==> src/rtl/cory_arb3.sv <==
// cory_arb3: three-input round-robin arbiter with packet locking.
// Merges three valid/ready streams into one registered output slot. A packet
// that starts on one source (l=0 beat) keeps the channel until its l=1 beat.
// Each output beat carries its source index in o_z_s.
//
// Ports:
//   clk, reset_n            clock, async active-low reset
//   i_ak_v/i_ak_d/i_ak_l    requester k valid / data / last (k = 0..2)
//   o_ak_r                  ready to requester k (combinational)
//   o_z_v/o_z_d/o_z_l/o_z_s registered output valid / data / last / source
//   i_z_r                   downstream ready
//   o_lock                  packet in progress (registered)
module cory_arb3 #(
  parameter int N = 8
) (
  input  logic         clk,
  input  logic         reset_n,
  input  logic         i_a0_v,
  input  logic [N-1:0] i_a0_d,
  input  logic         i_a0_l,
  output logic         o_a0_r,
  input  logic         i_a1_v,
  input  logic [N-1:0] i_a1_d,
  input  logic         i_a1_l,
  output logic         o_a1_r,
  input  logic         i_a2_v,
  input  logic [N-1:0] i_a2_d,
  input  logic         i_a2_l,
  output logic         o_a2_r,
  output logic         o_z_v,
  output logic [N-1:0] o_z_d,
  output logic         o_z_l,
  output logic [1:0]   o_z_s,
  input  logic         i_z_r,
  output logic         o_lock
);
  localparam int NSRC = 3;

  logic [NSRC-1:0]        req_v;
  logic [NSRC-1:0][N-1:0] req_d;
  logic [NSRC-1:0]        req_l;
  logic [NSRC-1:0]        rdy;

  assign req_v = {i_a2_v, i_a1_v, i_a0_v};
  assign req_d = {i_a2_d, i_a1_d, i_a0_d};
  assign req_l = {i_a2_l, i_a1_l, i_a0_l};

  logic [1:0] ptr, lsrc;
  logic       lock;
  logic       ld, go;
  logic [1:0] gnt, cand;
  logic       gnt_v;

  function automatic logic [1:0] add_mod3(input logic [1:0] a, input logic [1:0] b);
    logic [2:0] s;
    s = {1'b0, a} + {1'b0, b};
    return (s >= 3'd3) ? 2'(s - 3'd3) : s[1:0];
  endfunction

  // Slot can take a new beat when empty or draining this cycle.
  assign ld = !o_z_v || i_z_r;

  // Scan from farthest to nearest so the nearest valid source (ptr first) wins.
  always_comb begin
    gnt   = ptr;
    gnt_v = 1'b0;
    cand  = ptr;
    if (lock) begin
      gnt   = lsrc;
      gnt_v = req_v[lsrc];
    end else begin
      for (int i = NSRC - 1; i >= 0; i--) begin
        cand = add_mod3(ptr, 2'(i));
        if (req_v[cand]) begin
          gnt   = cand;
          gnt_v = 1'b1;
        end
      end
    end
  end

  // Reset gates the ready path so nothing is accepted while reset is held.
  assign go = reset_n && ld && gnt_v;

  for (genvar k = 0; k < NSRC; k++) begin : g_rdy
    assign rdy[k] = go && (gnt == 2'(k));
  end

  assign o_a0_r = rdy[0];
  assign o_a1_r = rdy[1];
  assign o_a2_r = rdy[2];

  always_ff @(posedge clk or negedge reset_n) begin
    if (!reset_n) begin
      o_z_v <= 1'b0;
      o_z_d <= '0;
      o_z_l <= 1'b0;
      o_z_s <= 2'd0;
      ptr   <= 2'd0;
      lock  <= 1'b0;
      lsrc  <= 2'd0;
    end else if (go) begin
      o_z_v <= 1'b1;
      o_z_d <= req_d[gnt];
      o_z_l <= req_l[gnt];
      o_z_s <= gnt;
      if (req_l[gnt]) begin
        lock <= 1'b0;
        ptr  <= add_mod3(gnt, 2'd1);
      end else begin
        lock <= 1'b1;
        lsrc <= gnt;
      end
    end else if (ld) begin
      o_z_v <= 1'b0;
    end
  end

  assign o_lock = lock;

endmodule

==> config.mk <==
export PLATFORM = sky130hd
export DESIGN_NAME = cory_arb3
export DESIGN_NICKNAME = d
export VERILOG_FILES = /design/src/rtl/cory_arb3.sv
export SDC_FILE = /design/constraint.sdc
export NUM_CORES = 1
export LEC_CHECK = 0
export CAP_MARGIN = 0
export CORE_UTILIZATION = 45
export DETAILED_ROUTE_END_ITERATION = 6
export PLACE_DENSITY = 0.77
export SYNTH_ARGS = -nofsm -noshare
export SYNTH_HDL_FRONTEND = slang
export SYNTH_SLANG_ARGS = --single-unit
==> constraint.sdc <==
create_clock -name clk -period 3.1 [get_ports clk]
set_clock_uncertainty 0.05 [all_clocks]
set_input_delay 0.62 -clock clk [delete_from_list [all_inputs] [get_ports clk]]
set_output_delay 0.62 -clock clk [all_outputs]
set_load 0.03 [all_outputs]
# Word level (Yosys, flattened, before mapping)
# Cells that the tools add are included.
# totals
elab_cells	64
inputBits	33
regBits	17
output_inout_bits	16
# classes
magnitude_cmp	9
add_sub_neg	7
n_reduce_logical	11
mux	27
bitwise_logic	1
n_eq_ne	2
# ops
op	count
8-bit binary-select mux with 2-bit select	1
2-bit 2-to-1 mux	8
2-bit by 3-bit less-than comparator with 1-bit output, second input constant	5
1-bit 2-to-1 mux	12
1-bit binary-select mux with 2-bit select	5
3-bit by 2-bit >= comparator with 1-bit output, second input constant	3
8-bit 2-to-1 mux	1
2-bit subtractor, second input constant	4
2-bit by 1-bit adder with 3-bit output, second input constant	2
1-bit logical AND	5
2-bit AND reduction	2
2-bit by 2-bit adder with 3-bit output, second input constant	1
2-bit by 1-bit equality test with 1-bit output, second input constant	1
2-bit equality test, second input constant	1
2-bit >= comparator, second input constant	1
2-bit zero test	1
2-bit nonzero test	1
1-bit zero test	1
1-bit logical OR	1
1-bit NOT	1

# Longest topological paths before layout
# logic_depth
depth_word	13
mapped_depth	10
mapped_depth_nobuf	8

# Worst setup path after synthesis
# OpenSTA, ideal clock, no wires.
# synth_timing
path_type	reg-to-output
start	register ptr[0]
end	output o_a2_r
arrival_ns	2.695
path_stages_with_launch	9
path_buffers	1
required_ns	2.430
slack_ns	-0.265
cell_sequence	dfrtp_1 inv_1 ha_1 buf_2 and2_1 or3_1 a221oi_1 nor2_1 nor3_1
# synth_between
elab_chain_cells	11
elab_cells_between_ends	28
classes_between	add/sub (5); order compare (3); eq/ne (1); mux (17); reduce/logical (2)
# synth_rtl
element	line_no	text
start, declared	48	logic [1:0] ptr, lsrc;
start signal, assigned	109	ptr <= add_mod3(gnt, 2'd1);
2-bit by 2-bit adder with 3-bit output	56	s = {1'b0, a} + {1'b0, b};
3-bit by 2-bit >= comparator with 1-bit output or 2-bit subtractor (tied branches)	57	return (s >= 3'd3) ? 2'(s - 3'd3) : s[1:0];
2-bit 2-to-1 mux	57	
1-bit binary-select mux with 2-bit select	74	if (req_v[cand]) begin
1-bit 2-to-1 mux (implied by the code)	74	
2-bit 2-to-1 mux or 1-bit 2-to-1 mux (tied branches) (3 in a row)	74	
2-bit 2-to-1 mux or 1-bit 2-to-1 mux (tied branches)	68	if (lock) begin
2-bit equality test or 1-bit logical AND (tied branches)	86, 83	
1-bit logical AND (*)	86	assign rdy[k] = go && (gnt == 2'(k));
end, declared	29	output logic o_a2_r,
# Mark *: on every way between the ends. The rest lies on a longest branch, timed or not. The select of a mux whose other input is x is not followed.

# Final worst setup path
# Same ends and word-level chain as after synthesis.

==> flow_summary_export.csv <==
group,metric,value,unit
critical_path,r2r-end,"lsrc[0]",
sta,worstMarginPinSlew,494,ps
synthesis,syn-cell-area,0.00135,mm2
place,placed_cell_area,0.00201,mm2
synthesis,ys_async_sr_fraction,100,%
synthesis,synth_top_area_cell,"dfrtp_1",
critical_path,rrSetupSlack,320,ps
grt,overflow,0,
critical_path,worstPathCellList,"inv_2 -> ha_4 -> buf_8 -> mux2i_4 -> buf_4 -> o32ai_2 -> a211o_1 -> nand2_2 -> nor3_2 -> buf_4",
route,vias_per_cell,6.06,
critical_path,cp.required,2430,ps
critical_path,cpPeakStageDelay,440,ps
finish,antennaDiodeCount,0,
sta,rsz0062_at_grt,"true",
synthesis,synthCells,161,
route,totalWireLength,4.90,mm
finish,instances_no_fill,272,
critical_path,worst_ep_arrival_time,2430,ps
place,dp_slack,-68.8,ps
sta,fin_crit,3100,ps
route,vias,1647,
cts,cts_sinks,17,
cts,cts_root_buffer,"clkbuf_4",
critical_path,path_class,"register to output pin",
power,p_per_area,1030,mW/mm2
min_path,hold_depth,1,
sta,final.setup.worst_slack,-0.612,ps
sta,holdWs,450,ps
power,p_leak,0.979,nW
synthesis,synth_edf_count,0,
route,highest_layer,"met4",
synthesis,synth_nets,197,
route,ant_nets,0,
sta,final.period_utilization,100,%
floorplanning,die_y,56.7,um
synthesis,seq_area_frac_synth,31.5,%
cts,path_clk_slew,110,ps
critical_path,cp_slowest_cell,"dfrtp_2",
finish,fin_util,79.5,%
sta,slew_viol_final,0,
finish,layout-drive-gt1-share,28.6,%
synthesis,synthFlopType,"dfrtp_1",
finish,layout.nets,278,
cts,clk_path_buf_depth,2,
critical_path,startpoint_type,"register",
finish,synthToLayoutAreaGrowth,65.3,%
route,wl_per_cell,18.0,um
sta,maxSlewHeadroom,66.8,%
floorplanning,initial_utilization,48.1,%
min_path,min-delay-start,"o_z_s[0]",
route,route.met3.wl,332,um
cts,clk-insertion-delay-late,310,ps
place,gp_congestion,0.944,
finish,multi_input_area,941,um2
min_path,whs_endpoint,"o_z_s[0]",
synthesis,synth_warnings,0,
route,firstDrtPassIters,7,
sta,hold_viol,0,
floorplanning,fp.dieArea,0.00322,mm2
synthesis,netlist_top_cells_area,"dfrtp_1 (32%), a211oi_1 (5.0%), o21ai_0 (4.8%)",
cts,ctsHtreeMaxLevel,1,
sta,max_freq,0.323,GHz
critical_path,end_kind,"output pin",
finish,fillers,199,
route,wl_met2,2.43,mm
route,drc,4,
route,drt-initial-drc-count,106,
floorplanning,fp.dieW,56.7,um
floorplanning,core,0.00281,mm2
floorplanning,io_pins,49,
sta,finalSetupViolCount,1,
grt,track_usage,30.3,%
critical_path,path_max_fanout,7,
cts,cts_buffers,3,
synthesis,synth_cell_types,46,
place,port_buffers,48,
floorplanning,fp-row-count,19,
synthesis,syn_area_per_cell,8.38,um2
finish,seq_area,428,um2
critical_path,reg2reg_depth,9,
synthesis,yosys.area.top_type_share,31.5,%
place,hpwl,3.34,mm
critical_path,regToRegStartpoint,"ptr[1]",
grt,antenna_found_initial,0,
power,total_power,2.31,mW
cts,cts_tree,"yes",
route,wl_met1,1.99,mm
sta,fin_setup_tns,-0.612,ps
min_path,hold_path.class,"register to register",
power,vdd_drop_max,0.718,mV
grt,grt_pass1_wl,7.35,mm
job,maxCapViolCount,0,
status,violations,"design-rule violations, negative setup slack",
finish,stdcell_area,0.00223,mm2
grt,grt_max_degree,18,
critical_path,crit_top_cell,"buf_4",
grt,grt_pass1_vias,1570,
synthesis,ys_seq_elements,17,
status,status,"finished with violations",
place,post-place-cells,256,
[sequential cells by signal, summed over array words and instances, names as in the netlist]
| name | cells |
|---|---|
| o_lock | 1 |
| o_z_v | 1 |
| lsrc | 2 |
| o_z_d | 8 |
| o_z_l | 1 |
| ptr | 2 |
| o_z_s | 2 |
[critical path, delay by kind of cell (launching register included)]
| family | cells | cell delay (ps) |
|---|---|---|
| simple gates | 2 | 300 |
| mux | 1 | 180 |
| flops | 1 | 440 |
| fa+ha+maj | 1 | 220 |
| compound gates | 2 | 420 |
| buf+inv | 4 | 560 |
[cells in the final DEF, fill, tap and decap left out, drive strengths merged, types with 2 or more instances in the layout]
master	netlist	final
clkdlybuf4s50	0	44
a21o	6	6
clkbuf	4	3
ha	3	3
o2bb2ai	3	3
a211o	3	3
o22ai	3	3
a21oi	10	10
buf	5	40
mux2	3	3
nand2	14	14
o21a	2	2
and2	4	4
dfrtp	17	17
nand3	4	4
and3	5	5
nand2b	2	2
a211oi	10	10
nor2	13	13
inv	8	8
a31oi	5	5
o21ai	13	13
and3b	2	2
mux2i	3	3
[timing repair]
action                                  4_1_cts  5_1_grt
gates resized for setup                      14        8
setup buffers                                 4        8
pin swaps                                     2        7
hold buffers                                  0        0
endpoints found under the setup margin        3        3
[worst max path at each step]
stage            from      to  slack (ps)  cells after the start
3_5_place_dp   i_a2_v  o_a1_r         -70                      9
3_3_place_gp   i_a2_v  o_a2_r         -40                      8
2_1_floorplan  ptr[0]  o_a2_r         -20                      9
4_1_cts        ptr[0]  o_a2_r          20                      9
5_1_grt        ptr[0]  o_a2_r         -60                      8
6_report       ptr[0]  o_a2_r        -0.6                     10
[cell type report]
type                       instances  share of cell area (%)
clock inverter                     1                   0.224
inverter                           8                    1.35
multi-input combinational        127                    42.2
clock buffer                       3                    1.01
tap                               31                    1.74
timing repair buffer              85                    34.3
sequential                        17                    19.2
[cells by family after synthesis]
family / count (synthesis) / synth area share, %
flip-flops: 17 / 31.5
buffers and inverters: 17 / 5.66
AND/OR/NAND/NOR: 50 / 18.8
AO/OA/AOI/OAI: 68 / 36.2
multiplexers: 6 / 5.01
adder cells (fa/ha/maj): 3 / 2.78
[Yosys cell counts (4+ instances only)]
cell type and number:
a211oi_1 9, a21o_1 6, a21oi_1 10, a31oi_1 5, and3_1 5, buf_2 4
clkbuf_1 4, dfrtp_1 17, inv_1 8, nand2_1 14, nand3_1 4, nor2_1 13
o21ai_0 13
[layer usage]
metal	up-vias	global-route usage [%]
li1	776	-
met1	768	39.0
met2	84	50.0
met3	19	5.76
met4	0	12.2
met5	-	0
[power by group]
part | internal, mW | switching (mW)
Combinational | 0.818 | 0.937
Sequential | 0.326 | 0.0907
Clock | 0.0483 | 0.0847
Total | 1.19 | 1.11
Note: power is estimated with default switching activity, not from simulation.
